**src/rtl/a1339_angle_tracker.sv**
```systemverilog
// A1339 angle post-processing stage.
// Turns validated raw angle samples into a multi-turn absolute position, a
// zero-referenced relative position, a windowed velocity and a revolution
// count. Two pipeline stages follow the capture register: stage 1 decides the
// wrap direction, stage 2 accumulates turns and registers all angle outputs.
module a1339_angle_tracker #(
    parameter int ANGLE_BITS   = 12,
    parameter int ERR_CNT_BITS = 16
) (
    input  logic                    clk,
    input  logic                    reset,
    input  logic                    angle_valid_i,
    input  logic [ANGLE_BITS-1:0]   angle_raw_i,
    input  logic                    angle_error_i,
    input  logic                    zero_offset,
    input  logic [31:0]             velocity_window_i,
    output logic signed [31:0]      sensor_angle,
    output logic signed [31:0]      sensor_angle_absolute,
    output logic signed [31:0]      sensor_angle_offset,
    output logic signed [31:0]      sensor_angle_relative,
    output logic signed [31:0]      sensor_angle_velocity,
    output logic signed [31:0]      sensor_revolution_counter,
    output logic                    cycle,
    output logic [ERR_CNT_BITS-1:0] error_count
);

    // Half a revolution, in the signed width used for the sample-to-sample delta.
    localparam logic signed [ANGLE_BITS:0] HALF_TURN = {2'b01, {(ANGLE_BITS-1){1'b0}}};

    logic accept;
    logic reject;

    // Capture register (accepting edge).
    logic                  s0_valid;
    logic [ANGLE_BITS-1:0] s0_raw;
    logic                  s0_zero;

    // Stage 1 state.
    logic                  s1_valid;
    logic [ANGLE_BITS-1:0] s1_raw;
    logic signed [1:0]     s1_dir;
    logic                  s1_zero;
    logic [ANGLE_BITS-1:0] prev_raw;
    logic                  first_sample;

    // Combinational helpers.
    logic signed [ANGLE_BITS:0] delta;
    logic signed [1:0]          dir;
    logic signed [31:0]         rev_next;
    logic signed [31:0]         abs_next;

    // Velocity window state.
    logic [31:0]        win_cnt;
    logic signed [31:0] win_snapshot;

    assign accept = angle_valid_i & ~angle_error_i;
    assign reject = angle_valid_i &  angle_error_i;

    // Wrap direction of the sample entering stage 1.
    always_comb begin
        // NOTE: every always_comb output gets a default first so no latch is inferred.
        delta = $signed({1'b0, s0_raw}) - $signed({1'b0, prev_raw});
        dir   = 2'sd0;
        if (delta > HALF_TURN) begin
            dir = -2'sd1;
        end else if (delta < -HALF_TURN) begin
            dir = 2'sd1;
        end
        if (first_sample) begin
            dir = 2'sd0;
        end
    end

    // Updated turn count and absolute position for the sample entering stage 2.
    always_comb begin
        rev_next = sensor_revolution_counter + {{30{s1_dir[1]}}, s1_dir};
        abs_next = (rev_next << ANGLE_BITS) + {{(32-ANGLE_BITS){1'b0}}, s1_raw};
    end

    // Capture accepted samples together with the zero request of that moment.
    always_ff @(posedge clk) begin
        // NOTE: sequential state uses non-blocking assignments so all registers update together.
        if (reset) begin
            s0_valid <= 1'b0;
            s0_raw   <= '0;
            s0_zero  <= 1'b0;
        end else begin
            s0_valid <= accept;
            s0_raw   <= angle_raw_i;
            s0_zero  <= zero_offset;
        end
    end

    // Stage 1: register the wrap direction and remember the last good raw angle.
    always_ff @(posedge clk) begin
        if (reset) begin
            s1_valid     <= 1'b0;
            s1_raw       <= '0;
            s1_dir       <= 2'sd0;
            s1_zero      <= 1'b0;
            prev_raw     <= '0;
            first_sample <= 1'b1;
        end else begin
            s1_valid <= s0_valid;
            if (s0_valid) begin
                s1_raw       <= s0_raw;
                s1_dir       <= dir;
                s1_zero      <= s0_zero;
                prev_raw     <= s0_raw;
                first_sample <= 1'b0;
            end
        end
    end

    // Stage 2: accumulate turns and publish the angle set with a cycle strobe.
    always_ff @(posedge clk) begin
        if (reset) begin
            sensor_angle              <= '0;
            sensor_angle_absolute     <= '0;
            sensor_angle_offset       <= '0;
            sensor_angle_relative     <= '0;
            sensor_revolution_counter <= '0;
            cycle                     <= 1'b0;
        end else begin
            cycle <= s1_valid;
            if (s1_valid) begin
                sensor_angle              <= {{(32-ANGLE_BITS){1'b0}}, s1_raw};
                sensor_revolution_counter <= rev_next;
                sensor_angle_absolute     <= abs_next;
                if (s1_zero) begin
                    sensor_angle_offset   <= abs_next;
                    sensor_angle_relative <= '0;
                end else begin
                    sensor_angle_relative <= abs_next - sensor_angle_offset;
                end
            end
        end
    end

    // Velocity: absolute displacement over each completed window of clk cycles.
    // The published absolute is read, so a coinciding stage-2 update is not yet seen.
    always_ff @(posedge clk) begin
        if (reset) begin
            win_cnt               <= '0;
            win_snapshot          <= '0;
            sensor_angle_velocity <= '0;
        end else if (velocity_window_i == 32'd0) begin
            win_cnt               <= '0;
            win_snapshot          <= sensor_angle_absolute;
            sensor_angle_velocity <= '0;
        end else if (win_cnt >= velocity_window_i - 32'd1) begin
            // ">=" also closes a window whose length was just cut below the count.
            win_cnt               <= '0;
            win_snapshot          <= sensor_angle_absolute;
            sensor_angle_velocity <= sensor_angle_absolute - win_snapshot;
        end else begin
            win_cnt <= win_cnt + 32'd1;
        end
    end

    // Saturating count of frames rejected for parity/error.
    always_ff @(posedge clk) begin
        if (reset) begin
            error_count <= '0;
        end else if (reject && (error_count != {ERR_CNT_BITS{1'b1}})) begin
            error_count <= error_count + ERR_CNT_BITS'(1);
        end
    end

endmodule

```
**config.mk**
```make
export PLATFORM = sky130hd
export DESIGN_NAME = a1339_angle_tracker
export DESIGN_NICKNAME = d
export VERILOG_FILES = /design/src/rtl/a1339_angle_tracker.sv
export SDC_FILE = /design/constraint.sdc
export NUM_CORES = 1
export LEC_CHECK = 0
export CORE_MARGIN = 3
export CORE_UTILIZATION = 29
export DETAILED_ROUTE_END_ITERATION = 7
export DONT_BUFFER_PORTS = 1
export SLEW_MARGIN = 30
export SYNTH_ARGS = -nofsm -noshare
export SYNTH_HDL_FRONTEND = slang
export SYNTH_SLANG_ARGS = --single-unit
```
**constraint.sdc**
```tcl
create_clock -name clk -period 4.6 [get_ports clk]
set_input_delay 0.69 -clock clk [delete_from_list [all_inputs] [get_ports clk]]
set_output_delay 0.69 -clock clk [all_outputs]
set_load 0.01 [all_outputs]
```
After elaboration in Yosys (flattened, before gate mapping)
Cells that the tools add are included.

word-level totals
  bits in registers = 284
  word-level logic and storage cells = 45

operators by class
  mux-type cells = 6
  eq/ne operators = 1
  reductions and logical operators = 6
  bitwise logic cells = 3
  $lt $le $gt $ge = 3
  add/subtract/negate cells = 8

operator list
  operator                 count
  $mux W32                 3
  $sub A32 B32 Y32         2
  $add A32 B1 Y32 const B  1
  $add A32 B12 Y32         1
  $add A32 B32 Y32         1
  $ge A32 B32 Y1           1
  $logic_not A32 Y1        1
  $sub A32 B1 Y32 const B  1
  $add A16 B1 Y16 const B  1
  $ne A16 B16 Y1 const B   1
  $gt A13 B13 Y1 const B   1
  $lt A13 B12 Y1 const B   1
  $sub A12 B12 Y13         1
  $mux W2                  2
  $reduce_or A3 Y1         1
  $and A1 B1 Y1            2
  $reduce_and A2 Y1        1
  $reduce_bool A2 Y1       1
  $reduce_or A2 Y1         1
  $logic_and A1 B1 Y1      1
  $mux W1                  1
  $not A1 Y1               1

Depth between registers and ports, before layout
Gate-level depths: netlist of the first run.

  word-level depth = 5
  mapped depth = 20
  mapped depth without buffers = 20

Least setup slack after synthesis of the first run
No wires, ideal clock.

  kind = input -> register
  start point = input port velocity_window_i[3]
  end point = register sensor_angle_velocity[11]
  required time = 4.483 ns
  data arrival time = 4.170 ns
  buffers on the path = 2
  stages on the path = 18
  slack = 0.313 ns
  cells stage by stage = or3_1 > nor3_1 > nand2b_1 > inv_1 > and2_1 > nand4_1 > nor3_1 > xnor2_1 > ha_1 > a21o_1 > a21o_1 > a221oi_1 > o21ai_0 > o32ai_2 > buf_2 > buf_2 > mux2i_1 > nor2_1

between the ends
  word-level cells in the longest chain between the ends = 2
  elaborated cells on any way between the ends = 4

ends and longest elaborated chain
  what                                                         RTL line  text
  start, declared                                              16        input logic [31:0] velocity_window_i,
  $sub A32 B1 Y32 / $logic_not A32 Y1 (equally long branches)  151, 147
  $ge A32 B32 Y1 / $reduce_or A2 Y1 (equally long branches)    n/a
  end signal, assigned                                         155       sensor_angle_velocity <= sensor_angle_absolute - win_snapshot;
  end, declared                                                21        output logic signed [31:0] sensor_angle_velocity,

Parallel ways exist; a longest one is shown, timed or not.
A chain may end at the register's enable or synchronous reset.

Worst setup path after layout of the first run
  start point = register s1_dir[1]
  end point = register sensor_angle_relative[29]

between the ends
  word-level cells in the longest chain between the ends = 4

ends and longest elaborated chain
  what                    RTL line  text
  start, declared         41        logic signed [1:0] s1_dir;
  start signal, assigned  107       s1_dir <= dir;
  $add A32 B32 Y32        76        rev_next = sensor_revolution_counter + {{30{s1_dir[1]}}, s1_dir};
  $add A32 B12 Y32        77        abs_next = (rev_next << ANGLE_BITS) + {{(32-ANGLE_BITS){1'b0}}, s1_raw};
  net abs_next[19]        50        logic signed [31:0] abs_next;
  $sub A32 B32 Y32        134       sensor_angle_relative <= abs_next - sensor_angle_offset;
  $mux W32                130       if (s1_zero) begin
  end signal, assigned    134
  end, declared           20        output logic signed [31:0] sensor_angle_relative,

The timed path passes the listed nets, and every way through them passes these cells.

==> impl_metrics.csv, run 1 <==
group,metric,value,unit
run_status,status,"finished clean",
floorplan,start_util,0.294,
clock_tree,ctsHoldBuffers,0,
timing,holdWs,192,ps
power_and_ir_drop,p_leak,0.00701,uW
power_and_ir_drop,p_per_area,288,mW/mm2
clock_tree,clock_path_buffers,3,
route,finalWirelength,43.8,mm
clock_tree,cts-htree-levels,1,
final_layout,layout.nets,2150,
synthesis,ys.flop_type,"dfxtp_1",
timing,timing.fmax,235,MHz
clock_tree,root_buffer,"clkbuf_16",
final_layout,nFillCells,5587,
worst_hold_path,min_to,"sensor_revolution_counter[31]",
timing,finalCriticalPeriod,4260,ps
synthesis,synth.area.top_cells,"dfxtp_1 (32%), ha_1 (11%), nor2_1 (7.2%), a21oi_1 (5.8%), xnor2_1 (4.9%)",
route,drt_iter0_drc,843,
synthesis,netlist_area,0.0158,mm2
synthesis,syn_inst,1972,
worst_hold_path,hold_class,"input port to flip-flop",
final_layout,synthToLayoutAreaGrowth,10.9,%
synthesis,seq_area_frac_synth,0.319,
placement,io_buffers,0,
setup_path,arrival,4710,ps
route,ant_nets,0,
synthesis,synthArstFlopShare,0,
timing,skew,25.5,ps
synthesis,yosysTopAreaCellShare,0.319,
global_routing,track_usage,0.146,
setup_path,crit_path_end_kind,"flip-flop",
placement,gp_congestion,0.918,
power_and_ir_drop,switching_power,1240,uW
route,drcViolationCount,0,
setup_path,r2r-end,"sensor_angle_relative[29]",
synthesis,avgSynthCellArea,8.03,um2
worst_hold_path,hold_depth,1,
route,vias,13200,
floorplan,die_w,240,um
synthesis,synth.distinct_cells,74,
timing,tns,0,ps
synthesis,synth_edf_count,0,
global_routing,antenna_found_initial,1,
final_layout,multi_input_area,0.00978,mm2
clock_tree,cts_made_buffers,30,
setup_path,crit_required,5050,ps
placement,dp_hpwl,33.6,mm
synthesis,yosysWarnings,0,
final_layout,finish.instance_area,0.0176,mm2
clock_tree,cts_sinks,252,
power_and_ir_drop,p_int,3820,uW
power_and_ir_drop,seqPwrFrac,0.441,
setup_path,start_kind,"flip-flop",
route,dr.pass1.iters,5,
setup_path,worstPathMaxFanout,8,
final_layout,ff_latch_area,0.00505,mm2
flow_run,drv_cap,0,
clock_tree,cts_resized,0,
setup_path,cp_cell_sequence,"buf_4, ha_1, a211oi_1, a21boi_0, xnor2_1, inv_1, ha_1, nand2_1, or3_1, or2_0, a211o_1, a31o_2, a211oi_1, a21oi_1, xor2_1, o21ai_1",
placement,post_dp_cell_area,0.0166,mm2
clock_tree,clk_pin_slew,60,ps
final_layout,drive_above_1_share,0.0616,
setup_path,r2r_start,"s1_dir[1]",
clock_tree,cts_setup_buffers,0,
global_routing,grt_max_degree,141,
synthesis,ys_seq_elements,252,
clock_tree,clock_latency,570,ps
global_routing,grt_pass1_vias,12600,
synthesis,yosysMostFrequentCell,"nor2_1",
timing,rsz0062_at_grt,"false",
floorplan,core_area,0.0539,mm2
timing,finalHoldViolations,0,
timing,finalCritPeriodShare,0.926,
timing,report.final.setup_viol,0,
power_and_ir_drop,p_clk_frac,0.476,
synthesis,synth_common_cells,"nor2_1 (305), dfxtp_1 (252), a21oi_1 (185)",
clock_tree,cts_tree,"built",
floorplan,pin_count,258,
synthesis,synth_top_area_cell,"dfxtp_1",
route,wire_per_inst,16.3,um
timing,slew_violations,0,
power_and_ir_drop,power.share.combinational,0.083,
floorplan,row_count,85,
setup_path,cpPeakStageDelay,460,ps
floorplan,fp.dieH,240,um
route,viasPerCell,4.92,
timing,timing.slew.headroom,0.386,
floorplan,die-area,0.0574,mm2
setup_path,critPathKind,"flip-flop to flip-flop",
global_routing,grt.overflow.total,0,
timing,worst_slew_pin_slew,918,ps
setup_path,reg2reg_slack,340,ps
setup_path,critPathSlowestCell,"dfxtp_1",
power_and_ir_drop,switching_share,0.244,
power_and_ir_drop,ir_worst_vdd,0.000258,V
worst_hold_path,min_from,"reset",
setup_path,r2r_cells,16,
global_routing,grt_pass1_wl,68.1,mm
-- layout by cell type, fill, tap and decap left out, drive strengths merged, types with 7 or more instances in the layout --
master	instances
o211ai	15
nor4	12
and4	7
nand4	20
o31ai	7
o21bai	11
dfxtp	252
and3	19
a21o	37
or2	8
mux2i	56
and2	9
or3	12
nand2b	17
a22oi	16
o21ai	60
nor2b	23
nand2	169
clkbuf	37
a211o	10
a21oi	185
nor2	305
nor3b	7
nor3	28
buf	53
o21a	21
a22o	10
xnor2	89
ha	140
conb	20
nand3	48
inv	112
a211oi	20
clkinv	10
xor2	64
-- layer usage --
| metal | track usage | up-vias | share of wire | wire length (um) |
|---|---|---|---|---|
| li1 | - | 6742 | - | - |
| met1 | 0.190 | 6049 | 0.45 | 19900 |
| met2 | 0.236 | 318 | 0.44 | 19300 |
| met3 | 0.0463 | 49 | 0.084 | 3670 |
| met4 | 0.0350 | 0 | 0.021 | 901 |
| met5 | 0 | - | 0 | 0 |
-- registers in the layout (all words and copies together) (netlist names) --
register,count
win_snapshot,32
s0_valid,1
s0_raw,12
sensor_angle_relative,32
s0_zero,1
sensor_angle_offset,32
win_cnt,32
sensor_angle_velocity,32
first_sample,1
sensor_angle_absolute,31
s1_zero,1
sensor_revolution_counter,13
s1_dir,2
s1_valid,1
cycle,1
prev_raw,12
error_count,16
-- power groups by stage --
stage | Combinational (uW) | Sequential [uW] | Clock [uW]
after floorplan | 361 | 2270 | 0
after global placement | 409 | 2280 | 0
after detailed placement | 414 | 2280 | 0
after CTS | 418 | 2230 | 2490
after global routing | 469 | 2230 | 2580
final | 421 | 2230 | 2400
-- cell type report --
cell class / count / area share
Multi-Input combinational cell: 1508 / 0.557
Sequential cell: 252 / 0.287
Tap cell: 696 / 0.0496
Clock buffer: 37 / 0.0466
Timing Repair Buffer: 53 / 0.0248
Inverter: 112 / 0.0239
Clock inverter: 18 / 0.0107
Antenna cell: 1 / 0.000142
-- critical path, delay by kind of cell, from the launching register on --
family                     cells  cell delay (ps)
AOI/OAI and AO/OA              7             1530
adders and majority gates      2              690
DFF                            1              460
and+or+nand+nor                3              770
buffers and inverters          2              290
xor gates and xnor gates       2              400
-- per-stage QoR --
step                      setup WS, ps  utilization  cells  power, uW
after detailed placement          -165        0.307   2621       2690
final                              342        0.326   2677       5050
after CTS                          368        0.326   2676       5140
after floorplan                    313            -   1991       2630
after global routing              8.96        0.326   2677       5280
after global placement            36.0        0.307   2621       2690
-- logic make-up (layout without fill, tap and decap cells) --
group | Yosys count | in the layout | synth area share
compound gates | 443 | 443 | 0.178
xor+xnor | 154 | 154 | 0.0861
fa+ha+maj | 144 | 144 | 0.116
buf+inv | 231 | 220 | 0.0697
flops | 252 | 252 | 0.319
mux | 56 | 56 | 0.0354
other cells | 1 | 21 | 0.000237
simple gates | 691 | 691 | 0.196
-- worst max path at each step --
stage / depth (start not counted) / slack (ps) / end / startpoint
3_5_place_dp: 18 / -170 / win_cnt[15] / velocity_window_i[3]
3_3_place_gp: 18 / 40 / win_cnt[24] / velocity_window_i[3]
2_1_floorplan: 18 / 310 / sensor_angle_velocity[11] / velocity_window_i[3]
5_1_grt: 18 / 9 / win_cnt[14] / velocity_window_i[3]
6_report: 16 / 340 / sensor_angle_relative[29] / s1_dir[1]
4_1_cts: 16 / 370 / sensor_angle_relative[29] / s1_dir[1]
Note: power is estimated with default switching activity, not from simulation.
==> run 2, diff against run 1 <==
--- a/config.mk
+++ b/config.mk
@@ -6,9 +6,10 @@
 export NUM_CORES = 1
 export LEC_CHECK = 0
 export CORE_MARGIN = 3
-export CORE_UTILIZATION = 29
+export CORE_UTILIZATION = 55
 export DETAILED_ROUTE_END_ITERATION = 7
 export DONT_BUFFER_PORTS = 1
+export PLACE_DENSITY = 0.7
 export SLEW_MARGIN = 30
 export SYNTH_ARGS = -nofsm -noshare
 export SYNTH_HDL_FRONTEND = slang
==> run 2 against run 1 <==
Effect of this change:
- largest cell class unchanged
- register-to-register slack got worse by 60 ps
- worst setup slack got worse by 63 ps
- first-iteration DRC count decreased by 14%
- critical path depth increased by 1
==> impl_metrics.csv, run 2 (synthesis gave the netlist of run 1 again) <==
group,metric,value,unit
run_status,status,"finished clean",
timing,tns,0,ps
global_routing,track_usage,0.248,
floorplan,die_w,176,um
placement,dp_hpwl,29.7,mm
final_layout,ff_latch_area,0.00505,mm2
final_layout,final_cell_mix,"nor2_1 (304), dfxtp_1 (251), a21oi_1 (185), nand2_1 (168), ha_1 (140)",
route,viasPerCell,5.69,
floorplan,start_util,0.564,
setup_path,start_kind,"flip-flop",
final_layout,final_common_cell,"nor2_1",
timing,finalCriticalPeriod,4320,ps
clock_tree,cts_setup_buffers,0,
final_layout,drive_above_1_share,0.0554,
clock_tree,ctsHoldBuffers,0,
route,dr.pass1.iters,5,
route,ant_nets,0,
setup_path,worstPathMaxFanout,13,
placement,gp_congestion,0.918,
setup_path,crit_path_end_kind,"flip-flop",
global_routing,grt.overflow.total,0,
flow_run,drv_cap,0,
global_routing,antenna_found_initial,0,
timing,slew_violations,0,
timing,finalCritPeriodShare,0.939,
floorplan,pin_count,258,
route,drcViolationCount,0,
power_and_ir_drop,ir_worst_vdd,0.000287,V
floorplan,fp.dieH,176,um
global_routing,grt_max_degree,141,
setup_path,crit_required,5050,ps
final_layout,antennaDiodeCount,0,
timing,rsz0062_at_grt,"false",
global_routing,grt_pass1_vias,12600,
clock_tree,clock_path_buffers,3,
clock_tree,cts_tree,"built",
clock_tree,clock_latency,570,ps
final_layout,layout.nets,2141,
worst_hold_path,hold_class,"input port to flip-flop",
route,drt_iter0_drc,723,
clock_tree,cts-htree-levels,1,
route,finalWirelength,39.3,mm
floorplan,row_count,61,
route,vias,13300,
placement,io_buffers,0,
clock_tree,cts_made_buffers,28,
power_and_ir_drop,p_leak,0.00692,uW
power_and_ir_drop,p_per_area,285,mW/mm2
setup_path,arrival,4770,ps
timing,finalHoldViolations,0,
final_layout,synthToLayoutAreaGrowth,7.50,%
timing,worst_slew_pin_slew,848,ps
global_routing,grt_pass1_wl,64.2,mm
final_layout,nFillCells,2584,
timing,timing.fmax,231,MHz
timing,skew,30.3,ps
route,wire_per_inst,16.8,um
final_layout,finish.instance_area,0.0170,mm2
timing,report.final.setup_viol,0,
placement,post_dp_cell_area,0.0161,mm2
clock_tree,cts_sinks,252,
clock_tree,clk_pin_slew,60,ps
floorplan,core_area,0.0281,mm2
clock_tree,root_buffer,"clkbuf_16",
setup_path,critPathKind,"flip-flop to flip-flop",
timing,timing.slew.headroom,0.434,
final_layout,multi_input_area,0.00979,mm2
floorplan,die-area,0.0309,mm2
## run 2: what timing repair did
action	CTS	global route
setup endpoints to repair	0	1
endpoints found under the hold margin	0	0
resized for setup	0	1
## run 2: critical path: stages (launching register included)
cell and delay, ps:
dfxtp_1 490, buf_4 270, ha_1 300, o211ai_1 230, nand2_1 70, a21boi_0 160, xnor2_1 350, inv_1 100
ha_1 380, nand2_1 120, or3_1 400, or2_0 230, a211o_1 280, a31o_2 250, a211oi_1 230, a21oi_1 110
xor2_1 150, o21ai_1 70
## run 2: path summary, 6_finish.rpt
check | from | to | slack (ps) | cells past startpoint
max | s1_dir[1] | sensor_angle_relative[29] | 280 | 17
min | reset | sensor_revolution_counter[25] | 200 | 1
max reg2reg | s1_dir[1] | sensor_angle_relative[29] | 280 | 17
min reg2reg | win_snapshot[3] | win_snapshot[3] | 480 | 2
## run 2: power breakdown
part	internal (uW)	switching (uW)	leakage [uW]
sequential	2200	26.8	0.00204
clock	1280	915	0.000434
combinational	181	235	0.00445
## run 2: final cells by class
class	count	share of cell area
Sequential cell	252	0.296
Clock inverter	11	0.00853
Clock buffer	37	0.0449
Multi-Input combinational cell	1508	0.575
Tap cell	378	0.0278
Inverter	112	0.0247
Timing Repair Buffer	46	0.0225
## run 2: metrics by stage
stage	instances	utilization	setup slack (ps)	total power, uW	hold WS [ps]
after floorplan	1991	-	313	2630	440
after global placement	2296	0.573	145	2680	462
after detailed placement	2296	0.573	46.9	2680	472
after CTS	2344	0.606	267	4890	172
after global routing	2344	0.606	29.6	5030	179
final	2344	0.606	279	4840	196
## run 2: routing by layer
metal  share of wire  GRT usage  vias to the layer above  wire, um
li1                -          -                     6726         -
met1            0.47      0.353                     6161     18600
met2            0.42      0.383                      410     16500
met3           0.083     0.0607                       46      3280
met4           0.021     0.0558                        0       833
met5               0          0                        -         0
